$ cat src/rtl/mem_store_buffer.sv
// ============================================================================
// Module      : mem_store_buffer
// Description : Store alignment (byte strobes, lane shift, misalign detect)
//               feeding a DEPTH-entry FIFO drained to the data SRAM.
//               Optional macro STB_MERGE_EN merges same-word stores into
//               the youngest non-head entry.
// Revision    : 1.0 - initial release
// ============================================================================
`default_nettype none

module mem_store_buffer #(
    parameter int DATA_W = 32,
    parameter int ADDR_W = 32,
    parameter int DEPTH  = 4
) (
    input  logic                     clk,
    input  logic                     reset,
    input  logic                     st_valid,
    output logic                     st_ready,
    input  logic [ADDR_W-1:0]        st_addr,
    input  logic [DATA_W-1:0]        st_wdata,
    input  logic [3:0]               st_mode,
    output logic                     st_err,
    output logic [ADDR_W-1:0]        st_err_addr,
    output logic                     sram_req,
    input  logic                     sram_ready,
    output logic [ADDR_W-1:0]        sram_addr,
    output logic [DATA_W/8-1:0]      sram_strb,
    output logic [DATA_W-1:0]        sram_wdata,
    output logic [$clog2(DEPTH):0]   count,
    output logic                     empty
);

    localparam int c_STRB_W = DATA_W / 8;
    localparam int c_OFF_W  = $clog2(c_STRB_W);
    localparam int c_PTR_W  = $clog2(DEPTH);
    localparam int c_CNT_W  = c_PTR_W + 1;

    logic [ADDR_W-1:0]   r_addr [DEPTH];
    logic [c_STRB_W-1:0] r_strb [DEPTH];
    logic [DATA_W-1:0]   r_data [DEPTH];
    logic [c_PTR_W-1:0]  r_wptr;
    logic [c_PTR_W-1:0]  r_rptr;
    logic [c_CNT_W-1:0]  r_count;
    logic                r_err;
    logic [ADDR_W-1:0]   r_err_addr;

    logic [c_OFF_W-1:0]  w_off;
    logic [ADDR_W-1:0]   w_waddr;
    logic [c_STRB_W-1:0] w_base;
    logic [DATA_W-1:0]   w_mask;
    logic [c_STRB_W-1:0] w_strb;
    logic [DATA_W-1:0]   w_wdata;
    logic                w_illegal;
    logic                w_full;
    logic                w_merge;
    logic                w_accept;
    logic                w_push;
    logic                w_pop;

    assign w_off   = st_addr[c_OFF_W-1:0];
    assign w_waddr = {st_addr[ADDR_W-1:c_OFF_W], {c_OFF_W{1'b0}}};

    always_comb begin
        w_base    = '0;
        w_illegal = 1'b0;
        case (st_mode)
            4'b0001: w_base[0] = 1'b1;
            4'b0010: begin
                w_base[1:0] = '1;
                w_illegal   = w_off[0];
            end
            4'b0100: begin
                w_base[3:0] = '1;
                w_illegal   = |w_off[1:0];
            end
            4'b1000: begin
                w_base    = '1;
                w_illegal = (DATA_W == 32) || (|w_off);
            end
            default: w_illegal = 1'b1;
        endcase
    end

    always_comb begin
        w_mask = '0;
        for (int i = 0; i < c_STRB_W; i++) begin
            w_mask[8*i +: 8] = {8{w_base[i]}};
        end
    end

    assign w_strb  = w_base << w_off;
    assign w_wdata = (st_wdata & w_mask) << {w_off, 3'b000};

`ifdef STB_MERGE_EN
    logic [c_PTR_W-1:0] w_young;
    assign w_young = r_wptr - c_PTR_W'(1);
    // Head is never the merge target, so SRAM always sees a stable entry.
    assign w_merge = !w_illegal && (r_count >= c_CNT_W'(2)) &&
                     (r_addr[w_young] == w_waddr);
`else
    assign w_merge = 1'b0;
`endif

    assign w_full   = (r_count == c_CNT_W'(DEPTH));
    assign st_ready = !w_full || w_merge;
    assign w_accept = st_valid && st_ready;
    assign w_push   = w_accept && !w_illegal && !w_merge;
    assign w_pop    = sram_req && sram_ready;

    always_ff @(posedge clk) begin
        if (reset) begin
            r_wptr     <= '0;
            r_rptr     <= '0;
            r_count    <= '0;
            r_err      <= 1'b0;
            r_err_addr <= '0;
        end else begin
            if (w_push) begin
                r_addr[r_wptr] <= w_waddr;
                r_strb[r_wptr] <= w_strb;
                r_data[r_wptr] <= w_wdata;
                r_wptr         <= r_wptr + c_PTR_W'(1);
            end
`ifdef STB_MERGE_EN
            if (w_accept && w_merge) begin
                r_strb[w_young] <= r_strb[w_young] | w_strb;
                for (int i = 0; i < c_STRB_W; i++) begin
                    if (w_strb[i]) begin
                        r_data[w_young][8*i +: 8] <= w_wdata[8*i +: 8];
                    end
                end
            end
`endif
            if (w_pop) begin
                r_rptr <= r_rptr + c_PTR_W'(1);
            end
            if (w_push && !w_pop) begin
                r_count <= r_count + c_CNT_W'(1);
            end else if (!w_push && w_pop) begin
                r_count <= r_count - c_CNT_W'(1);
            end
            r_err <= w_accept && w_illegal;
            if (w_accept && w_illegal) begin
                r_err_addr <= st_addr;
            end
        end
    end

    assign sram_req    = (r_count != '0);
    assign empty       = (r_count == '0);
    assign count       = r_count;
    assign sram_addr   = sram_req ? r_addr[r_rptr] : '0;
    assign sram_strb   = sram_req ? r_strb[r_rptr] : '0;
    assign sram_wdata  = sram_req ? r_data[r_rptr] : '0;
    assign st_err      = r_err;
    assign st_err_addr = r_err_addr;

endmodule

`default_nettype wire

$ cat config.mk
export PLATFORM = sky130hd
export DESIGN_NAME = mem_store_buffer
export DESIGN_NICKNAME = d
export VERILOG_FILES = /design/src/rtl/mem_store_buffer.sv
export SDC_FILE = /design/constraint.sdc
export NUM_CORES = 1
export LEC_CHECK = 0
export BUFFER_PORTS_ARGS = -buffer_cell sky130_fd_sc_hd__buf_4
export CORE_UTILIZATION = 58
export CTS_BUF_LIST = sky130_fd_sc_hd__clkbuf_8 sky130_fd_sc_hd__clkbuf_16
export CTS_CLUSTER_DIAMETER = 30
export DETAILED_ROUTE_END_ITERATION = 7
export PLACE_DENSITY = 0.8
export SLEW_MARGIN = 20
export SYNTH_ARGS = -nofsm -noshare
export SYNTH_HDL_FRONTEND = slang
export SYNTH_SLANG_ARGS = --single-unit
$ cat constraint.sdc
create_clock -name clk -period 7.9 [get_ports clk]
set_input_delay 1.185 -clock clk [delete_from_list [all_inputs] [get_ports clk]]
set_output_delay 1.185 -clock clk [all_outputs]
set_load 0.01 [all_outputs]
==> results.py <==
metrics = {
    "outcome": {
        "status": "completed",
    },
    "yosys": {
        "ys.flop_type": "edfxtp_1",
        "synthTopCellsByArea": "edfxtp_1 58%, mux4_2 11%, dfxtp_1 6.2%",
        "synthCells": 862,
        "synth-seq-cells": 306,
        "synth_top_area_cell": "edfxtp_1",
        "ys_seq_area_frac": 0.645,
        "syn_area_per_cell_um2": 15.8,
        "ys_types": 56,
        "syn_area_um2": 13600,
        "synthArstFlopShare": 0,
        "synth_top_area_share": 0.584,
        "synth_edf_count": 264,
        "synth-warning-count": 0,
    },
    "worst_setup_path": {
        "r2r_setup_slack_ns": 5.10,
        "crit_path_end": "sram_wdata[14]",
        "crit_chain": "buf_4 > mux4_2 > and2_1 > buf_4",
        "required_ns": 6.71,
        "cp_max_fo": 41,
        "reg2reg_depth": 4,
        "reg2reg_to": "r_addr[3][21]",
        "worstReg2RegStart": "count[0]",
        "cp.buffers_inverters": 2,
        "slowest_delay_ns": 0.77,
        "critPathLaunchType": "flip-flop",
        "crit_arrival_ns": 3.03,
        "critPathKind": "reg -> out",
        "crit_family": "buffers and inverters",
        "slowest_stage": "buf_4",
        "end_kind": "primary output",
        "cp_num_cells": 4,
        "cpMostUsedCell": "buf_4",
    },
    "detailed_routing": {
        "wirelength_um": 30500,
        "routedWlPerCell_um": 22.1,
        "drc_errors": 0,
        "drt-initial-drc-count": 687,
        "viasPerCell": 6.13,
        "vias": 8446,
        "antenna_left": 0,
        "drt_pass1_iterations": 5,
    },
    "cells_and_area": {
        "final_cell_area_um2": 16800,
        "drive_gt1_frac": 0.339,
        "final_cell_mix": "264 x edfxtp_1, 183 x buf_4, 75 x and2_1",
        "layout.nets": 1099,
        "multi_input_area_um2": 4470,
        "synthToLayoutAreaGrowth_pct": 23.6,
        "final_common_cell": "edfxtp_1",
        "fin_util": 0.737,
        "nFillCells": 1336,
        "seqCellArea_um2": 8780,
    },
    "die": {
        "start_util": 0.596,
        "ios": 179,
        "core_area_um2": 22800,
        "dieArea_um2": 24000,
        "die_w_um": 155,
        "die_h_um": 155,
        "fp-row-count": 55,
    },
    "grt": {
        "antenna_found_initial": 1,
        "grt_start_max_net_pins": 89,
        "grt.total_usage": 0.259,
        "grt_pass1_wl_um": 47100,
        "grt_pass1_vias": 8403,
        "gr-total-overflow": 0,
    },
    "timing": {
        "fin_crit_ns": 4.22,
        "post-route-period-util": 0.534,
        "whs_ns": 0.532,
        "finalMaxSlewViolations": 0,
        "slew_headroom": 0.320,
        "worstMarginPinSlew_ns": 1.01,
        "clock_skew_ns": 0.0268,
        "fin_tns_setup_ns": 0,
        "final-setup-viol-count": 0,
        "hold_viol": 0,
        "fmax_mhz": 237,
        "rsz0062_at_grt": "false",
    },
    "cts": {
        "holdBufCountCts": 0,
        "clk_pin_slew_ns": 0.06,
        "cts.sink_count": 306,
        "clk_latency_ns": 0.56,
        "postCtsSetupRepairBufs": 0,
        "clock_path_buffers": 3,
        "cts_root_buf": "clkbuf_16",
        "cts_tree": "yes",
        "htree_num_levels": 2,
        "cts_buffers": 50,
        "cts_resized": 0,
    },
    "power_and_ir_drop": {
        "power_density_nw_per_um2": 297,
        "ir_drop_v": 0.000221,
        "p_leak_nw": 6.09,
    },
    "placed_design": {
        "gp_congestion": 0.876,
        "numPortBuffers": 176,
        "dpl_cell_area_um2": 15000,
        "dp_hpwl_um": 17000,
    },
    "min_path": {
        "hold_class": "reg -> reg",
    },
    "run": {
        "maxCapViolCount": 0,
    },
}
==> cell usage after synthesis (6+ instances only) <==
library cell / n
nand2_1: 35
a2111o_1: 30
mux4_2: 66
nor3_1: 34
buf_2: 16
o2bb2ai_1: 9
buf_4: 7
edfxtp_1: 264
nor4b_1: 30
xor2_1: 6
and2_1: 78
clkbuf_1: 46
nor2_1: 24
buf_1: 7
inv_1: 6
nor2b_1: 36
dfxtp_1: 42
and4b_1: 30
a22oi_1: 10
a21oi_1: 11
a32oi_1: 8
==> worst min-delay path by stage <==
stage / startpoint / endpoint / slack [ns] / depth (start not counted)
final: r_rptr[0] / r_rptr[0] / 0.53 / 2
after detailed placement: count[2] / count[2] / 0.51 / 2
after global placement: r_rptr[1] / flip-flop / 0.50 / 2
after floorplan: r_rptr[1] / flip-flop / 0.48 / 2
after global routing: r_rptr[0] / r_rptr[0] / 0.58 / 2
after CTS: count[2] / count[2] / 0.53 / 2
==> metal layers <==
metal	track usage	part of all wire	vias to the layer above
met2	0.429	0.50	365
met1	0.343	0.40	4241
li1	-	-	3774
met4	0.0971	0.027	0
met3	0.0496	0.071	66
met5	0	0	-
==> flip-flops by register name, indices dropped and copies added (netlist names), named ones only <==
register	flops
r_data	128
r_addr	120
st_err_addr	32
r_strb	16
count	3
r_rptr	2
r_wptr	2
st_err	1
==> cell type report <==
class                           count  share of cell area
Antenna cell                        1            0.000149
Clock buffer                       56              0.0808
Clock inverter                     38              0.0235
Inverter                            7             0.00156
Multi-Input combinational cell    473               0.266
Sequential cell                   306               0.523
Tap cell                          313              0.0233
Timing Repair Buffer              183              0.0818
==> worst min-delay path, cell delays in order (launching register included) <==
cell	delay, ns
dfxtp_1	0.34
xor2_1	0.09
nor2_1	0.07
==> stage by stage <==
step,power (mW),worst slack [ns],instances
floorplan,2.40,0.740,863
global placement,2.80,3.54,1282
detailed placement,2.81,3.49,1282
CTS,5.02,3.56,1376
global route,5.15,3.44,1377
finish,4.98,3.68,1377
==> logic make-up (layout without fill, tap and decap cells) <==
family / after synthesis / count (layout) / synth area share
flip-flops: 306 / 306 / 0.645
AND/OR/NAND/NOR: 294 / 294 / 0.139
other: 1 / 3 / 0.000276
adder cells (fa/ha/maj): 6 / 6 / 0.00608
AO/OA/AOI/OAI: 91 / 91 / 0.0625
buffers and inverters: 84 / 284 / 0.0272
XOR/XNOR: 8 / 8 / 0.00516
multiplexers: 72 / 72 / 0.114
==> where the power goes <==
group | internal (mW) | leakage, nW | switching, mW
sequential | 1.80 | 2.76 | 0.0631
clock | 1.39 | 0.853 | 0.803
combinational | 0.469 | 2.48 | 0.456
No activity file was read; power rests on OpenSTA's default activity.
